===== src/rtl/mnist_defs.sv =====
// Shared definitions for the MNIST frame core.
// Holds default network dimensions and the frame-sequencer state encoding.
package mnist_defs;

  localparam int unsigned IMG_W_DEF       = 28;
  localparam int unsigned IMG_H_DEF       = 28;
  localparam int unsigned PIX_W_DEF       = 8;
  localparam int unsigned LOGIT_W_DEF     = 32;
  localparam int unsigned NUM_CLASSES_DEF = 10;
  localparam int unsigned TIMEOUT_DEF     = 65535;

  typedef enum logic [1:0] {
    StLoad = 2'd0,
    StPad  = 2'd1,
    StWait = 2'd2,
    StHold = 2'd3
  } state_e;

endpackage


===== src/rtl/mnist_argmax_seq.sv =====
// Sequential argmax over a serial logit stream.
// Ports:
//   clk_i, rst_ni  clock, async active-low reset
//   clear_i        zero best value/index and beat count
//   valid_i        one logit beat on data_i (signed)
//   best_idx_o     index of the largest logit seen so far (first wins on ties)
//   best_val_o     value of that logit
//   count_o        number of beats taken since the last clear
module mnist_argmax_seq #(
  parameter int unsigned LOGIT_W     = 32,
  parameter int unsigned NUM_CLASSES = 10
) (
  input  logic                                 clk_i,
  input  logic                                 rst_ni,
  input  logic                                 clear_i,
  input  logic                                 valid_i,
  input  logic signed [LOGIT_W-1:0]            data_i,
  output logic        [$clog2(NUM_CLASSES)-1:0]   best_idx_o,
  output logic signed [LOGIT_W-1:0]            best_val_o,
  output logic        [$clog2(NUM_CLASSES+1)-1:0] count_o
);

  localparam int unsigned CLS_W = $clog2(NUM_CLASSES);
  localparam int unsigned CNT_W = $clog2(NUM_CLASSES + 1);

  logic        [CLS_W-1:0]   idx_q, idx_d;
  logic signed [LOGIT_W-1:0] val_q, val_d;
  logic        [CNT_W-1:0]   cnt_q, cnt_d;
  logic                      take;

  // The first beat after a clear always loads; later beats need a strict win.
  assign take = (cnt_q == '0) || (data_i > val_q);

  always_comb begin
    idx_d = idx_q;
    val_d = val_q;
    cnt_d = cnt_q;
    if (clear_i) begin
      idx_d = '0;
      val_d = '0;
      cnt_d = '0;
    end else if (valid_i) begin
      cnt_d = cnt_q + CNT_W'(1);
      if (take) begin
        idx_d = cnt_q[CLS_W-1:0];
        val_d = data_i;
      end
    end
  end

  always_ff @(posedge clk_i or negedge rst_ni) begin
    if (!rst_ni) begin
      idx_q <= '0;
      val_q <= '0;
      cnt_q <= '0;
    end else begin
      idx_q <= idx_d;
      val_q <= val_d;
      cnt_q <= cnt_d;
    end
  end

  assign best_idx_o = idx_q;
  assign best_val_o = val_q;
  assign count_o    = cnt_q;

endmodule


===== src/rtl/mnist_frame_core.sv =====
// Frame sequencer around the layer1..layer4 datapath.
// Ports:
//   clk_i, rst_ni            clock, async active-low reset (shared with layer blocks)
//   s_valid_i/s_ready_o      pixel intake handshake; s_pixel_i data, s_last_i end of frame
//   net_valid_o/net_pixel_o  registered pixel strobe into layer1 (zero pixels while padding)
//   net_logit_valid_i/_i     serial logits from layer4, class order 0..NUM_CLASSES-1
//   m_valid_o/m_ready_i      result handshake; m_class_o argmax index, m_score_o its logit
//   busy_o                   low only when idle in LOAD with no pixels taken
//   err_frame_o              pulse: frame length mismatch
//   err_timeout_o            pulse: logits did not all return within TIMEOUT cycles
//   err_spurious_o           pulse: logit strobe outside WAIT
module mnist_frame_core
  import mnist_defs::*;
#(
  parameter int unsigned IMG_W       = IMG_W_DEF,
  parameter int unsigned IMG_H       = IMG_H_DEF,
  parameter int unsigned PIX_W       = PIX_W_DEF,
  parameter int unsigned LOGIT_W     = LOGIT_W_DEF,
  parameter int unsigned NUM_CLASSES = NUM_CLASSES_DEF,
  parameter int unsigned TIMEOUT     = TIMEOUT_DEF
) (
  input  logic                               clk_i,
  input  logic                               rst_ni,
  input  logic                               s_valid_i,
  output logic                               s_ready_o,
  input  logic        [PIX_W-1:0]            s_pixel_i,
  input  logic                               s_last_i,
  output logic                               net_valid_o,
  output logic        [PIX_W-1:0]            net_pixel_o,
  input  logic                               net_logit_valid_i,
  input  logic signed [LOGIT_W-1:0]          net_logit_i,
  output logic                               m_valid_o,
  input  logic                               m_ready_i,
  output logic        [$clog2(NUM_CLASSES)-1:0] m_class_o,
  output logic signed [LOGIT_W-1:0]          m_score_o,
  output logic                               busy_o,
  output logic                               err_frame_o,
  output logic                               err_timeout_o,
  output logic                               err_spurious_o
);

  localparam int unsigned N         = IMG_W * IMG_H;
  localparam int unsigned PIX_CNT_W = $clog2(N + 1);
  localparam int unsigned CNT_W     = $clog2(NUM_CLASSES + 1);
  localparam int unsigned WDOG_W    = $clog2(TIMEOUT + 1);

  localparam logic [PIX_CNT_W-1:0] PixLast  = PIX_CNT_W'(N - 1);
  localparam logic [CNT_W-1:0]     ClsLast  = CNT_W'(NUM_CLASSES - 1);
  localparam logic [WDOG_W-1:0]    WdogLast = WDOG_W'(TIMEOUT);

  state_e                 state_q;
  logic [PIX_CNT_W-1:0]   pix_cnt_q;
  logic [WDOG_W-1:0]      wdog_q;
  logic                   net_valid_q;
  logic [PIX_W-1:0]       net_pixel_q;
  logic                   m_valid_q;
  logic                   err_frame_q, err_timeout_q, err_spurious_q;

  logic                   s_fire;
  logic                   frame_done;
  logic                   logit_take;
  logic                   last_logit;
  logic [CNT_W-1:0]       cls_cnt;

  assign s_ready_o  = (state_q == StLoad);
  assign s_fire     = s_valid_i & s_ready_o;
  // N-th pixel going to layer1 this cycle, either a real beat or a pad.
  assign frame_done = (pix_cnt_q == PixLast) &&
                      (((state_q == StLoad) && s_fire) || (state_q == StPad));
  assign logit_take = net_logit_valid_i && (state_q == StWait);
  assign last_logit = logit_take && (cls_cnt == ClsLast);

  // The argmax registers double as the result registers: they are only written
  // in WAIT, so they stay stable through HOLD.
  mnist_argmax_seq #(
    .LOGIT_W    (LOGIT_W),
    .NUM_CLASSES(NUM_CLASSES)
  ) u_argmax (
    .clk_i     (clk_i),
    .rst_ni    (rst_ni),
    .clear_i   (frame_done),
    .valid_i   (logit_take),
    .data_i    (net_logit_i),
    .best_idx_o(m_class_o),
    .best_val_o(m_score_o),
    .count_o   (cls_cnt)
  );

  always_ff @(posedge clk_i or negedge rst_ni) begin
    if (!rst_ni) begin
      state_q        <= StLoad;
      pix_cnt_q      <= '0;
      wdog_q         <= '0;
      net_valid_q    <= 1'b0;
      net_pixel_q    <= '0;
      m_valid_q      <= 1'b0;
      err_frame_q    <= 1'b0;
      err_timeout_q  <= 1'b0;
      err_spurious_q <= 1'b0;
    end else begin
      net_valid_q    <= 1'b0;
      err_frame_q    <= 1'b0;
      err_timeout_q  <= 1'b0;
      err_spurious_q <= net_logit_valid_i && (state_q != StWait);
      case (state_q)
        StLoad: begin
          if (s_fire) begin
            net_valid_q <= 1'b1;
            net_pixel_q <= s_pixel_i;
            if (pix_cnt_q == PixLast) begin
              // Missing s_last: close this frame anyway; later beats start the next.
              err_frame_q <= ~s_last_i;
              pix_cnt_q   <= '0;
              wdog_q      <= '0;
              state_q     <= StWait;
            end else begin
              pix_cnt_q <= pix_cnt_q + PIX_CNT_W'(1);
              if (s_last_i) begin
                err_frame_q <= 1'b1;
                state_q     <= StPad;
              end
            end
          end
        end
        StPad: begin
          net_valid_q <= 1'b1;
          net_pixel_q <= '0;
          if (pix_cnt_q == PixLast) begin
            pix_cnt_q <= '0;
            wdog_q    <= '0;
            state_q   <= StWait;
          end else begin
            pix_cnt_q <= pix_cnt_q + PIX_CNT_W'(1);
          end
        end
        StWait: begin
          wdog_q <= wdog_q + WDOG_W'(1);
          // Final logit takes priority over a watchdog expiring in the same cycle.
          if (last_logit) begin
            m_valid_q <= 1'b1;
            state_q   <= StHold;
          end else if (wdog_q == WdogLast) begin
            err_timeout_q <= 1'b1;
            state_q       <= StLoad;
          end
        end
        StHold: begin
          if (m_ready_i) begin
            m_valid_q <= 1'b0;
            state_q   <= StLoad;
          end
        end
        default: state_q <= StLoad;
      endcase
    end
  end

  assign net_valid_o    = net_valid_q;
  assign net_pixel_o    = net_pixel_q;
  assign m_valid_o      = m_valid_q;
  assign busy_o         = !((state_q == StLoad) && (pix_cnt_q == '0));
  assign err_frame_o    = err_frame_q;
  assign err_timeout_o  = err_timeout_q;
  assign err_spurious_o = err_spurious_q;

endmodule


===== config.mk =====
export PLATFORM = sky130hd
export DESIGN_NAME = mnist_frame_core
export DESIGN_NICKNAME = d
export VERILOG_FILES = /design/src/rtl/mnist_defs.sv /design/src/rtl/mnist_argmax_seq.sv /design/src/rtl/mnist_frame_core.sv
export SDC_FILE = /design/constraint.sdc
export NUM_CORES = 1
export LEC_CHECK = 0
export BUFFER_PORTS_ARGS = -buffer_cell sky130_fd_sc_hd__buf_2
export CAP_MARGIN = 20
export CELL_PAD_IN_SITES_DETAIL_PLACEMENT = 0
export CELL_PAD_IN_SITES_GLOBAL_PLACEMENT = 1
export CORE_MARGIN = 3
export CORE_UTILIZATION = 44
export CTS_BUF_LIST = sky130_fd_sc_hd__clkbuf_4 sky130_fd_sc_hd__clkbuf_8
export DETAILED_ROUTE_END_ITERATION = 7
export GPL_TIMING_DRIVEN = 0
export PLACE_DENSITY_LB_ADDON = 0.1
export SETUP_SLACK_MARGIN = 0.2
export SKIP_CTS_REPAIR_TIMING = 1
export SLEW_MARGIN = 15
export SYNTH_ARGS = -nofsm -noshare
export SYNTH_HDL_FRONTEND = slang
export SYNTH_HIERARCHICAL = 1
export SYNTH_SLANG_ARGS = --single-unit

===== constraint.sdc =====
create_clock -name clk_i -period 3 [get_ports clk_i]
set_input_delay 0.6 -clock clk_i [delete_from_list [all_inputs] [get_ports clk_i]]
set_output_delay 0.6 -clock clk_i [all_outputs]
set_load 0.05 [all_outputs]

==> metrics <==
outcome complete, no violations; Layout area overhead 19.7%; Initial Utilization between 40% and 50%; initial DRC count 167; initial antenna violation count 0; Post-Place Setup Slack -91.8 ps; fin nets ~670; power density cells around 410 nW/um^2; Fin. Hold Viols 0; CTS tree done; Mapped Avg Cell Area ~10 um^2; Hold Crit Class primary input to asynchronous set/reset pin; Core ar. approximately 10000 um^2; global route total overflow 0; critical path cell sequence inv_1, ha_1, nand4_1, or4_4, nand2b_4, a311oi_2, a31oi_2, buf_2, mux2_4; Worst Max-Slew Pin Slew 528 ps; Final HPWL DP 7810 um; Critical Path End Type flip-flop; adder-cell share of the synthesized area roughly a tenth; Ys Warns 6; Synth Flop Type dfrtp_1; WP data required 3240 ps; Synth Instances 473; Port Buffer Count 96; first-pass GRT wire length roughly 18000 um; EDFF count, synth 0; Critical Path AT between 2000 and 3000 ps; Setup TNS 0 ps; largest family of logic cells by synthesized area simple AND/OR/NAND/NOR gates; vias in the first global route 3782; setup ws final roughly 350 ps; synthesized area 4780 um^2; Die ar. 12200 um^2; layout cell share with drive strength beyond 1 27.2%; r2r setup slk between 300 and 400 ps; Critical Path Source Type flip-flop; crit share post-route a little under 90%; Filler Cells Inserted roughly 1000; Post-synth ARST share 100%; Critical Path Source u_argmax/best_val_o[27]$_DFFE_PN0P_; Post-Synth Simple-Gate Area between 20% and 30%; syn nets between 500 and 600; #FFs+latches synth 81; die width between 100 and 150 um; CTS sink count 81; Worst-path clk slew around 90 ps; LEAKAGE 0.00278 uW; Final Total Pwr ~2400 uW; diode count 0; Die Ht 110 um; Setup Viol. Count Final 0; Sequential cell area ~2000 um^2; maximum vdd drop roughly 0.24 mV; I/O Pins 97; TritonCTS Buffers 9; GRT Total Usage a little under a fifth; via count 3717; post-DR wirelength/cell approximately 15 um; DRT Pass-1 Iters 4; Max transition margin between 60% and 70%; FF-to-FF Start u_argmax/best_val_o[27]$_DFFE_PN0P_; Routed Antenna Nets 0; most frequent cells in the layout buf_2 (96), dfrtp_1 (75), inv_1 (41), nand2_1 (40); final instance area ~5700 um^2; max incr delay on CP 590 ps; Synth Area in Compound Gates under 10%; DRC violations left 0; Final min period roughly 2600 ps; Placer Congestion ~0.76; Reg-to-Reg End u_argmax/best_idx_o[3]$_DFFE_PN0P_; Placed Area 5470 um^2; H-tree Lvls 3; slowest stage cell on the critical path or4_4; Via density about 5.1; critical path fanouts, max 4; Max Cap Viol 0; Root Driver clkbuf_8; multi-input logic area between 2000 and 2500 um^2; Distinct cells, synth a little under 60; largest net degree at the start of global routing 52; Routed WL roughly 11000 um; clock latency on the worst-skew pair roughly 350 ps; Crit Path Category flip-flop to flip-flop; Fin Clk Skew between 10 and 15 ps; worst-case reg-to-reg path depth 9; CP endpoint u_argmax/best_idx_o[3]$_DFFE_PN0P_; RSZ-0062 raised after global routing false; Post-Synth XOR/XNOR Area under 10%; post-synthesis mux area share between 8 and 9%; max-slew violations 0; FP Rows 37; post-synthesis sequential area ratio 42.4%; CTS max path bufs 2; most common cell after layout, fill and taps aside buf_2; fmax between 300 and 400 MHz
## layer usage
metal | wire (um) | GRT usage, %
met5 | 0 | 0
met4 | 93 | 5.28
met2 | 5150 | 31.4
met1 | 4860 | 23.9
met3 | 467 | 4.14
## how the worst min path moves through the flow
stage / endpoint / cells past startpoint / from
6_report: net_pixel_o[0]$_DFFE_PN0P_ / 1 / rst_ni
5_1_grt: net_pixel_o[3]$_DFFE_PN0P_ / 1 / rst_ni
4_1_cts: net_pixel_o[0]$_DFFE_PN0P_ / 1 / rst_ni
3_5_place_dp: wdog_q[11]$_DFFE_PN0P_ / 1 / wdog_q[11]$_DFFE_PN0P_
3_3_place_gp: wdog_q[15]$_DFFE_PN0P_ / 1 / wdog_q[15]$_DFFE_PN0P_
2_1_floorplan: err_frame_o$_DFF_PN0_ / 0 / rst_ni
## stage by stage
step                hold slack (ps)  utilization, %  std cells
floorplan                       304               -        473
global placement                460            52.0        705
detailed placement              491            52.3        706
CTS                             183            54.4        722
global route                    201            54.7        724
finish                          180            54.7        724
## report_power, final
group	internal [uW]	switching, uW
logic	118	137
clock network	506	392
registers	1140	75.6
total	1760	605
## synthesized netlist by cell type (8+ instances only)
cell | count | share of area [%]
nand2b_1 | 32 | 4.2
dfrtp_1 | 81 | 42
inv_1 | 41 | 3.2
clkbuf_1 | 8 | 0.63
nand4_1 | 14 | 1.8
nor2_1 | 18 | 1.4
o21ai_0 | 22 | 2.3
nand2_1 | 40 | 3.1
ha_1 | 37 | 9.7
xor2_1 | 9 | 1.6
nor2b_1 | 9 | 1.2
a21oi_1 | 27 | 2.8
nand3_1 | 14 | 1.5
mux2i_1 | 36 | 7.5
## cells by family (layout without fill, tap and decap cells)
kind of cell,after synthesis,after routing
compound gates,70,70
xor+xnor,14,14
fa+ha+maj,37,37
buf+inv,62,177
flops,81,81
mux,40,40
simple gates,169,169
## critical path, delay by kind of cell, from the launching register on
family / cells / cell delay [ps]
buffers and inverters: 2 / 240
multiplexers: 1 / 310
AO/OA/AOI/OAI: 2 / 400
adder cells (fa/ha/maj): 1 / 300
AND/OR/NAND/NOR: 3 / 920
flip-flops: 1 / 360
## area by class of cell
class | instances | area share [%]
clock buffers | 13 | 2.69
plain buffers | 19 | 2.64
multi-input cells | 330 | 43.1
clock inverters | 3 | 1.14
well taps | 136 | 2.97
inverters | 43 | 2.82
repair buffers | 99 | 9.13
flip-flops and latches | 81 | 35.5
## registers in the layout, indices dropped and copies added, names as in the netlist, 2 cells and up
| name | flops |
|---|---|
| wdog_q | 16 |
| state_q | 2 |
| pix_cnt_q | 10 |
| net_pixel_o | 8 |
| u_argmax/best_idx_o | 4 |
| u_argmax/count_o | 4 |
| u_argmax/best_val_o | 32 |
(Power assumes the default switching activity.)
